File: src/rtl/dm_if_pkg.sv
// Shared encodings for the MEM-stage data-memory requester: access sizes,
// controller states and the alignment rule.
package dm_if_pkg;

    localparam logic [1:0] SIZE_B = 2'b00;
    localparam logic [1:0] SIZE_H = 2'b01;
    localparam logic [1:0] SIZE_W = 2'b10;
    localparam logic [1:0] SIZE_X = 2'b11;

    typedef enum logic [1:0] {
        ST_IDLE = 2'b00,
        ST_RD   = 2'b01,
        ST_WR   = 2'b10,
        ST_RESP = 2'b11
    } state_e;

    // Size 11 never maps to a lane; halves and words must sit on their natural boundary.
    function automatic logic is_illegal(input logic [1:0] size, input logic [1:0] addr_lo);
        logic bad;
        case (size)
            SIZE_B:  bad = 1'b0;
            SIZE_H:  bad = addr_lo[0];
            SIZE_W:  bad = (addr_lo != 2'b00);
            default: bad = 1'b1;
        endcase
        return bad;
    endfunction

endpackage

File: src/rtl/mem_lane_align.sv
// Little-endian lane steering: extracts/extends a load result from a memory word
// and merges sub-word store data into the word read back for read-modify-write.
module mem_lane_align
    import dm_if_pkg::*;
(
    input  logic [31:0] word,
    input  logic [1:0]  addr_lo,
    input  logic [1:0]  size,
    input  logic        is_signed,
    input  logic [31:0] wdata,
    output logic [31:0] ld_ext,
    output logic [31:0] merged_word
);

    logic [7:0]  byte_s;
    logic [15:0] half_s;

    // Load lane select and sign/zero extension.
    always_comb begin
        case (addr_lo)
            2'd0:    byte_s = word[7:0];
            2'd1:    byte_s = word[15:8];
            2'd2:    byte_s = word[23:16];
            2'd3:    byte_s = word[31:24];
            default: byte_s = 8'h00;
        endcase
        if (addr_lo[1]) begin
            half_s = word[31:16];
        end else begin
            half_s = word[15:0];
        end
        case (size)
            SIZE_B:  ld_ext = is_signed ? {{24{byte_s[7]}}, byte_s} : {24'h000000, byte_s};
            SIZE_H:  ld_ext = is_signed ? {{16{half_s[15]}}, half_s} : {16'h0000, half_s};
            SIZE_W:  ld_ext = word;
            default: ld_ext = 32'h0000_0000;
        endcase
    end

    // Store merge: only the addressed lane(s) take new data, the rest keep the read value.
    always_comb begin
        merged_word = word;
        case (size)
            SIZE_B: begin
                case (addr_lo)
                    2'd0:    merged_word[7:0]   = wdata[7:0];
                    2'd1:    merged_word[15:8]  = wdata[7:0];
                    2'd2:    merged_word[23:16] = wdata[7:0];
                    2'd3:    merged_word[31:24] = wdata[7:0];
                    default: merged_word = word;
                endcase
            end
            SIZE_H: begin
                if (addr_lo[1]) begin
                    merged_word[31:16] = wdata[15:0];
                end else begin
                    merged_word[15:0] = wdata[15:0];
                end
            end
            SIZE_W:  merged_word = wdata;
            default: merged_word = word;
        endcase
    end

endmodule

File: src/rtl/mem_access_ctrl.sv
// MEM-stage requester for a word-only DMEM: byte/half/word loads, sub-word stores
// by read-modify-write, pipeline stall until the access completes.
module mem_access_ctrl
    import dm_if_pkg::*;
#(
    parameter int ADDR_W = 7
) (
    input  logic              clk,
    input  logic              reset,
    input  logic              req_valid,
    input  logic              req_we,
    input  logic [1:0]        req_size,
    input  logic              req_signed,
    input  logic [ADDR_W-1:0] req_addr,
    input  logic [31:0]       req_wdata,
    output logic              stall,
    output logic              ld_valid,
    output logic [31:0]       ld_data,
    output logic              misalign,
    output logic [ADDR_W-1:0] dm_R_addr,
    output logic              dm_MemRead,
    input  logic [31:0]       dm_R_data,
    output logic [ADDR_W-1:0] dm_W_addr,
    output logic              dm_MemWrite,
    output logic [31:0]       dm_W_data
);

    state_e              state_r;
    state_e              state_nxt_s;
    logic                accept_s;
    logic                illegal_s;

    logic                we_r;
    logic [1:0]          size_r;
    logic                signed_r;
    logic [ADDR_W-1:0]   addr_r;
    logic [31:0]         wdata_r;

    logic [31:0]         ld_ext_s;
    logic [31:0]         merged_s;

    logic                ld_valid_r;
    logic [31:0]         ld_data_r;
    logic                misalign_r;
    logic [ADDR_W-1:0]   r_addr_r;
    logic                mem_read_r;
    logic [ADDR_W-1:0]   w_addr_r;
    logic                mem_write_r;
    logic [31:0]         w_data_r;

    assign accept_s  = (state_r == ST_IDLE) & req_valid;
    assign illegal_s = is_illegal(req_size, req_addr[1:0]);

    // The pipeline may advance only in the response cycle.
    assign stall = req_valid & (state_r != ST_RESP);

    mem_lane_align u_align (
        .word        (dm_R_data),
        .addr_lo     (addr_r[1:0]),
        .size        (size_r),
        .is_signed   (signed_r),
        .wdata       (wdata_r),
        .ld_ext      (ld_ext_s),
        .merged_word (merged_s)
    );

    // Next-state logic.
    always_comb begin
        state_nxt_s = state_r;
        case (state_r)
            ST_IDLE: begin
                if (!req_valid) begin
                    state_nxt_s = ST_IDLE;
                end else if (illegal_s) begin
                    state_nxt_s = ST_RESP;
                end else if (req_we && (req_size == SIZE_W)) begin
                    state_nxt_s = ST_WR;
                end else begin
                    state_nxt_s = ST_RD;
                end
            end
            ST_RD: begin
                if (we_r) begin
                    state_nxt_s = ST_WR;
                end else begin
                    state_nxt_s = ST_RESP;
                end
            end
            ST_WR:   state_nxt_s = ST_RESP;
            ST_RESP: state_nxt_s = ST_IDLE;
            default: state_nxt_s = ST_IDLE;
        endcase
    end

    // State register.
    always_ff @(posedge clk or posedge reset) begin
        if (reset) begin
            state_r <= ST_IDLE;
        end else begin
            state_r <= state_nxt_s;
        end
    end

    // Request latch; the pipeline holds its inputs, but the latch keeps the access self-contained.
    always_ff @(posedge clk or posedge reset) begin
        if (reset) begin
            we_r     <= 1'b0;
            size_r   <= 2'b00;
            signed_r <= 1'b0;
            addr_r   <= {ADDR_W{1'b0}};
            wdata_r  <= 32'h0000_0000;
        end else if (accept_s) begin
            we_r     <= req_we;
            size_r   <= req_size;
            signed_r <= req_signed;
            addr_r   <= req_addr;
            wdata_r  <= req_wdata;
        end
    end

    // Registered DMEM drivers and response pulses, decoded from the state being entered.
    always_ff @(posedge clk or posedge reset) begin
        if (reset) begin
            r_addr_r    <= {ADDR_W{1'b0}};
            mem_read_r  <= 1'b0;
            w_addr_r    <= {ADDR_W{1'b0}};
            mem_write_r <= 1'b0;
            w_data_r    <= 32'h0000_0000;
            ld_valid_r  <= 1'b0;
            ld_data_r   <= 32'h0000_0000;
            misalign_r  <= 1'b0;
        end else begin
            mem_read_r  <= (state_nxt_s == ST_RD);
            mem_write_r <= (state_nxt_s == ST_WR);
            ld_valid_r  <= (state_r == ST_RD) & ~we_r;
            misalign_r  <= accept_s & illegal_s;
            if (accept_s && (state_nxt_s == ST_RD)) begin
                r_addr_r <= req_addr;
            end
            // Write address/data change only when entering WR so they are stable all through it.
            if (accept_s && (state_nxt_s == ST_WR)) begin
                w_addr_r <= req_addr;
                w_data_r <= req_wdata;
            end else if ((state_r == ST_RD) && we_r) begin
                w_addr_r <= addr_r;
                w_data_r <= merged_s;
            end
            if ((state_r == ST_RD) && !we_r) begin
                ld_data_r <= ld_ext_s;
            end
        end
    end

    assign dm_R_addr   = r_addr_r;
    assign dm_MemRead  = mem_read_r;
    assign dm_W_addr   = w_addr_r;
    assign dm_MemWrite = mem_write_r;
    assign dm_W_data   = w_data_r;
    assign ld_valid    = ld_valid_r;
    assign ld_data     = ld_data_r;
    assign misalign    = misalign_r;

endmodule

File: config.mk
export PLATFORM = sky130hd
export DESIGN_NAME = mem_access_ctrl
export DESIGN_NICKNAME = d
export VERILOG_FILES = /design/src/rtl/dm_if_pkg.sv /design/src/rtl/mem_lane_align.sv /design/src/rtl/mem_access_ctrl.sv
export SDC_FILE = /design/constraint.sdc
export NUM_CORES = 1
export LEC_CHECK = 0
export CAP_MARGIN = 10
export CORE_MARGIN = 2
export CORE_UTILIZATION = 50
export CTS_CLUSTER_SIZE = 10
export DETAILED_ROUTE_END_ITERATION = 16
export PLACE_DENSITY = 0.88
export SYNTH_ARGS = -nofsm -noshare
export SYNTH_HDL_FRONTEND = slang
export SYNTH_SLANG_ARGS = --single-unit
File: constraint.sdc
create_clock -name clk -period 10.5 [get_ports clk]
set_input_delay 3.15 -clock clk [delete_from_list [all_inputs] [get_ports clk]]
set_output_delay 3.15 -clock clk [all_outputs]
set_load 0.02 [all_outputs]
# Word level (Yosys, flattened, before mapping)
# Index checks and enable logic that the tools add are counted.
totals:
  out_inout_bits: 83
  reg_bits: 127
  word_cells: 66
  in_bits: 78
classes:
  n_mux: 22
  bitwise_logic: 5
  eq_ne: 13
  n_reduce_logical: 12
op_table:
  columns: ["operator", "count"]
  rows:
  - ["one-hot mux 32 bit (3 select lines)", 2]
  - ["two-way mux 32 bit", 4]
  - ["two-way mux 16 bit", 3]
  - ["two-way mux 8 bit", 4]
  - ["one-hot mux 8 bit (4 select lines)", 1]
  - ["equality test 2 bit, second input constant", 7]
  - ["two-way mux 7 bit", 2]
  - ["equality test 2 x 1 -> 1 bit, second input constant", 5]
  - ["logical NOT 2 bit", 4]
  - ["one-hot mux 2 bit (4 select lines)", 1]
  - ["two-way mux 2 bit", 3]
  - ["logical AND 1 bit", 5]
  - ["AND 1 bit", 4]
  - ["nonzero test 2 bit", 2]
  - ["one-hot mux 1 bit (3 select lines)", 1]
  - ["inequality test 2 bit, second input constant", 1]
  - ["logical NOT 1 bit", 1]
  - ["two-way mux 1 bit", 1]
  - ["inverter 1 bit", 1]

# Logic depth before layout (Yosys ltp)
# Gate-level depths: netlist of the first run.
logic_depth:
  word_depth: 9
  mapped_depth: 8
  depth_no_buf: 7

# Modules after synthesis
# From an unflattened synthesis of the first run, not the netlist that was laid out.
hier_totals:
  cells_unflattened: 601
  hier_area_um2: 7053.0
modules_own_cells:
  columns: ["module", "instances", "seq_area_each_um2", "cells_each", "area_each_um2"]
  rows:
  - ["mem_access_ctrl", 1, 3178.0, 335, 5270.1]
  - ["mem_lane_align", 1, 0.0, 266, 1783.0]

# Least setup slack after synthesis of the first run
# No wires, ideal clock.
synth_timing:
  path_type: "in2out"
  startpoint: "in req_valid"
  endpoint: "out stall"
  arrival_ns: 3.477
  setup_slack_ns: 3.873
  path_buffers: 0
  required_time_ns: 7.350
  cell_stages: 1
  path_cell_list: "nor2b_1"
synth_between:
  elab_chain_cells: 1
synth_rtl:
  columns: ["element", "line", "text"]
  rows:
  - ["start: declaration", "mem_access_ctrl.sv:10", "input logic req_valid,"]
  - ["AND 1 bit", "mem_access_ctrl.sv:55", "assign stall = req_valid & (state_r != ST_RESP);"]
  - ["end: declaration", "mem_access_ctrl.sv:16", "output logic stall,"]
# Every way passes these cells.

# Worst setup path after layout of the first run
# Ends and elaborated chain as after synthesis.

==> results of run 1 <==
-- flip-flops by register name, indices dropped and copies added, names as in the netlist --
signal       cells
dm_W_data       32
ld_data         32
wdata_r         32
addr_r           7
dm_R_addr        7
dm_W_addr        7
size_r           2
state_r          2
dm_MemRead       1
dm_MemWrite      1
ld_valid         1
misalign         1
signed_r         1
we_r             1
-- power groups by stage --
| stage | Clock (mW) | Sequential, mW | Combinational [mW] |
|---|---|---|---|
| 2_1_floorplan | 0 | 1.06 | 0.917 |
| 3_3_place_gp | 0 | 0.911 | 1.58 |
| 3_5_place_dp | 0 | 0.925 | 1.64 |
| 4_1_cts | 0.594 | 0.922 | 1.65 |
| 5_1_grt | 0.620 | 0.955 | 1.79 |
| 6_report | 0.592 | 0.928 | 1.67 |
-- cells by family after synthesis --
logic type | count (synthesis) | share of synthesized area (%)
mux | 106 | 18.9
flops | 127 | 46.8
fa+ha+maj | 5 | 0.922
buf+inv | 68 | 4.26
compound gates | 177 | 18.1
simple gates | 145 | 10.9
-- path summary, 6_finish.rpt --
| check | startpoint | end | slack [ns] | cells after the start |
|---|---|---|---|---|
| hold reg to reg | addr_r[4]$_DFFE_PP0P_ | addr_r[4]$_DFFE_PP0P_ | 0.50 | 1 |
| min in group asynchronous | reset | ld_data[28]$_DFFE_PP0P_ | 3.12 | 2 |
| max in group asynchronous | reset | dm_W_data[9]$_DFFE_PP0P_ | 6.33 | 4 |
| hold / removal | addr_r[4]$_DFFE_PP0P_ | addr_r[4]$_DFFE_PP0P_ | 0.50 | 1 |
| setup reg to reg | addr_r[0]$_DFFE_PP0P_ | ld_data[3]$_DFFE_PP0P_ | 7.43 | 4 |
| setup / recovery | req_valid | stall | 2.88 | 3 |
-- critical path, delay by kind of cell --
family                 cells  cell delay [ns]
buffers and inverters      2             1.17
and+or+nand+nor            1             0.15
-- synth_stat cells (5+ instances only) --
master and instances:
a21o_1 6, a21oi_1 18, a221oi_1 12, a22oi_1 17, a31oi_1 31, a32oi_1 8, buf_2 12, clkbuf_1 41
dfrtp_1 127, ha_1 5, inv_1 8, mux2_2 79, mux2_4 7, mux2i_1 13, mux4_2 7, nand2_1 43
nand2b_1 5, nand3b_1 8, nand4_1 9, nand4b_1 7, nor2_1 46, nor2b_1 5, o2111ai_1 6, o211ai_1 29
o21ai_0 31
-- area by class of cell --
type / instances / area (µm²)
clock buffers: 24 / 472
clock inverters: 7 / 110
fillers: 971 / 4210
inverters: 10 / 40.0
multi-input cells: 433 / 3330
flip-flops and latches: 127 / 3180
well taps: 176 / 220
repair buffers: 168 / 1690
-- per-layer routing --
| metal | up-vias | share of wire (%) | GRT usage [%] |
|---|---|---|---|
| li1 | 2626 | - | - |
| met1 | 2966 | 41 | 40.5 |
| met2 | 375 | 47 | 45.2 |
| met3 | 39 | 10 | 8.30 |
| met4 | 0 | 2.0 | 9.01 |
| met5 | - | 0 | 0 |
==> reports/results.ini, run 1 <==
[status]
outcome=completed

[synth]
synthTopCellsByArea=dfrtp_1 (47%), mux2_2 (13%), o211ai_1 (3.2%)
ys_seq_elements=127
yosysSeqAreaShare_pct=46.8
synth_edf_count=0
async_flop_share_pct=100
avgSynthCellArea_um2=10.8
synth.distinct_cells=51
ys_warn_count=0
synth_top_area_share_pct=46.8
netlist_instances=628
synth_area_um2=6790
ys.flop_type=dfrtp_1
synthesis.nets=711
synth_area_leader_cell=dfrtp_1

[floorplan]
ios=161
initial_core_util_pct=51.2
die_h_um=120
num_rows=42
coreArea_um2=13200
dieArea_um2=14500
die_w_um=120

[timing]
worstMarginPinSlew_ns=1.20
setup_ws_ns=2.88
rsz0062_at_grt=false
max_freq_ghz=0.131
finalCritPeriodShare_pct=72.6
setup_viol=0
finalHoldViolCount=0
relSlewSlack_pct=20.0
timing.hold.ws_ns=0.504
fin_skew_ns=0.00582
finalMaxSlewViolations=0
period_minus_slack_ns=7.62
tns_ns=0

[global_routing]
antenna_found_initial=0
grt_usage_pct=29.4
grt_overflow=0
grt_pass1_vias=5870
grt_max_degree=91
grt_pass1_wl_um=32800

[power]
power_frac_seq_pct=29.1
power_leakage_nw=3.66
ir_drop_uv=192
power_mw=3.19
swShare_pct=40.6
p_sw_mw=1.29
clkPwrFrac_pct=18.6
comb_power_share_pct=52.3
intPower_mw=1.90
power_density_nw_per_um2=353

[clock_network]
tritoncts=done
htreeDepth=4
clk_latency_ns=0.42
cts_resized=0
clk_pin_slew_ns=0.05
ctsHoldBuffers=0
ctsLongestPathBuffers=2
postCtsSetupBuffers=0
cts_root_buf=clkbuf_16
clock-sinks=127
cts_inserted_buffers=17

[finish]
layout_common_cells=clkdlybuf4s50_1 (160), dfrtp_1 (127), mux2_2 (79), nor2_1 (46), nand2_1 (42)
antenna_cells=0
fin_cells=945
drive_above_1_share_pct=18.1
final_area_um2=9040
layout.nets=840
area_delta_synth_final_pct=33.2
final_core_util_pct=68.2
final_common_cell=clkdlybuf4s50_1

[setup_path]
crit_path_end_kind=output pin
cpMaxStageDelayCell=clkdlybuf4s50_1
cp-start-kind=primary input
slowest_delay_ns=0.61
worstPathArrival_ns=4.47
critical_path.max_fanout=5
required_ns=7.35
crit_top_cell=clkdlybuf4s50_1
path_class=primary input to output pin
path_cells=clkdlybuf4s50_1, nor2b_1, clkdlybuf4s50_1

[detailed_routing]
vias=6006
drtPass1Iterations=5
ant_nets=0
drc=0
drt_wl_total_um=20700
drt_iter0_markers=788
via_per_inst=6.36
drt-wirelength-per-cell_um=22.0

[placed_design]
place_hpwl_um=14100
dp_slack_ns=2.87
place_congestion=0.874
dp.cells=912
port_buffers=160
place_area_um2=8410

[min_path]
hold_class=flop to flop

[flow_run]
cap_violations=0

(Power assumes the default switching activity.)
==> run 2: changes to the inputs <==
Settings changed: CORE_UTILIZATION 50 to 46, PLACE_DENSITY 0.88 to 0.86.
Clock period 10.5 ns to 6.37 ns, I/O delays scaled along.
==> run 2 against run 1 <==
Compared with the run above: critical path depth unchanged; clock-buffer cell count decreased by 6; setup slack worse by 1.6 ns; total power increased by 63%; clock skew grew 0.0039 ns; hold slack improved by 0.00066 ns; final area decreased by 0.32%; critical endpoint unchanged; highest routed layer unchanged.
==> reports/results.ini, run 2 (synthesis gave the netlist of run 1 again) <==
[clock_network]
tritoncts=done
cts_resized=0  ; unchanged
cts_root_buf=clkbuf_16
clk_pin_slew_ns=0.06  ; about the same
clk_latency_ns=0.41  ; about the same
ctsLongestPathBuffers=2  ; unchanged
clock-sinks=127  ; unchanged
htreeDepth=4  ; unchanged
postCtsSetupBuffers=0  ; unchanged
ctsHoldBuffers=0  ; unchanged
cts_inserted_buffers=17  ; unchanged

[timing]
worstMarginPinSlew_ns=1.29  ; +0.0935 ns
setup_viol=0  ; unchanged
finalHoldViolCount=0  ; unchanged
tns_ns=0  ; unchanged
max_freq_ghz=0.195
finalMaxSlewViolations=0  ; unchanged
relSlewSlack_pct=14.0  ; -6.0 points
rsz0062_at_grt=false
period_minus_slack_ns=5.13
finalCritPeriodShare_pct=80.6
fin_skew_ns=0.00970  ; +0.00388 ns

[power]
power_density_nw_per_um2=575  ; +63%
power_leakage_nw=3.63  ; -0.93%
power_mw=5.18  ; +63%
ir_drop_uv=318  ; +66%

[global_routing]
grt_overflow=0  ; unchanged
grt_pass1_vias=5821  ; -0.83%
grt_max_degree=63  ; -31%
grt_usage_pct=26.1  ; -3.2 points
antenna_found_initial=0  ; unchanged
grt_pass1_wl_um=32400  ; -1.2%

[finish]
layout_common_cells=clkdlybuf4s50_1 (160), dfrtp_1 (127), mux2_2 (79), nor2_1 (46), nand2_1 (42)
area_delta_synth_final_pct=32.7
final_common_cell=clkdlybuf4s50_1
layout.nets=841  ; +0.12%
drive_above_1_share_pct=18.8  ; +0.76 points
antenna_cells=0  ; unchanged
n_fill_cell=1120  ; +15%

[placed_design]
port_buffers=160  ; unchanged
place_congestion=0.855  ; -2.2%
place_hpwl_um=13800  ; -1.6%

[detailed_routing]
vias=5941  ; -1.1%
drt_wl_total_um=20500  ; -1.4%
via_per_inst=6.23  ; -2.0%
drt_iter0_markers=799  ; +1.4%
drt-wirelength-per-cell_um=21.4  ; -2.3%
drtPass1Iterations=7  ; +2
ant_nets=0  ; unchanged
drc=0  ; unchanged

[setup_path]
ff2ff_setup_slack_ns=3.63  ; -3.80 ns
crit_path_end_kind=output pin
worstPathArrival_ns=3.22  ; -1.25 ns
cp-start-kind=primary input
crit_path_end=stall
reg2reg_to=dm_R_addr[2]$_DFFE_PP0P_
r2r_cells=5  ; +1
cp-startpoint=req_valid
r2r_start=state_r[0]$_DFF_PP0_
required_ns=4.46  ; -2.89 ns
critical_path.max_fanout=5  ; unchanged
path_class=primary input to output pin

[floorplan]
coreArea_um2=14500  ; +9.3%
initial_core_util_pct=46.9  ; -4.4 points
die_w_um=125  ; +4.1%
num_rows=44  ; +4.8%
ios=161  ; unchanged
dieArea_um2=15700  ; +8.4%
die_h_um=125  ; +4.1%

[status]
outcome=completed

[min_path]
hold_class=flop to flop

[flow_run]
cap_violations=0  ; unchanged

==> run 2: worst min-delay path by stage <==
stage / start / endpoint / depth (start not counted)
after floorplan: wdata_r[26]$_DFFE_PP0P_ / wdata_r[26]$_DFFE_PP0P_ / 1
after global placement: wdata_r[26]$_DFFE_PP0P_ / wdata_r[26]$_DFFE_PP0P_ / 1
after detailed placement: wdata_r[26]$_DFFE_PP0P_ / wdata_r[26]$_DFFE_PP0P_ / 1
after CTS: wdata_r[26]$_DFFE_PP0P_ / wdata_r[26]$_DFFE_PP0P_ / 1
after global routing: addr_r[4]$_DFFE_PP0P_ / addr_r[4]$_DFFE_PP0P_ / 1
final: dm_R_addr[5]$_DFFE_PP0P_ / dm_R_addr[5]$_DFFE_PP0P_ / 1
==> run 2: per-stage QoR <==
stage	util (%)	cell area (µm²)	instances	setup slack [ns]	hold WS, ns
CTS	62.1	8990	953	1.23	0.504
finish	62.2	9010	954	1.24	0.504
global route	62.2	9010	954	1.19	0.525
detailed placement	58.3	8440	922	1.23	0.491
global placement	58.3	8440	922	1.23	0.481
floorplan	-	6790	628	1.07	0.471
==> run 2: cell type report <==
| class | instances | area (µm²) | share of cell area (%) |
|---|---|---|---|
| clock buffer | 18 | 439 | 4.88 |
| clock inverter | 13 | 116 | 1.29 |
| inverter | 10 | 40.0 | 0.445 |
| multi-input combinational | 433 | 3330 | 36.9 |
| sequential | 127 | 3180 | 35.3 |
| tap | 184 | 230 | 2.56 |
| timing repair buffer | 169 | 1680 | 18.6 |
==> run 2: critical path, stage by stage <==
cell and delay (ns):
clkdlybuf4s50_1 0.56, nor2b_1 0.15, clkdlybuf4s50_1 0.60
==> run 2: where the power goes <==
part	switching [mW]	internal [mW]	total (mW)	leakage, nW
Combinational	1.49	1.27	2.76	1.87
Clock	0.371	0.544	0.915	0.257
Sequential	0.285	1.22	1.51	1.51
Total	2.14	3.04	5.18	3.63
==> run 2: layer usage <==
layer	track usage, %	part of all wire (%)	wire length (µm)	vias up
met2	40.3	47	9610	342
met4	8.37	2.2	460	0
met1	35.5	41	8350	2930
met3	7.87	10	2040	40
li1	-	-	-	2629
met5	0	0	0	-
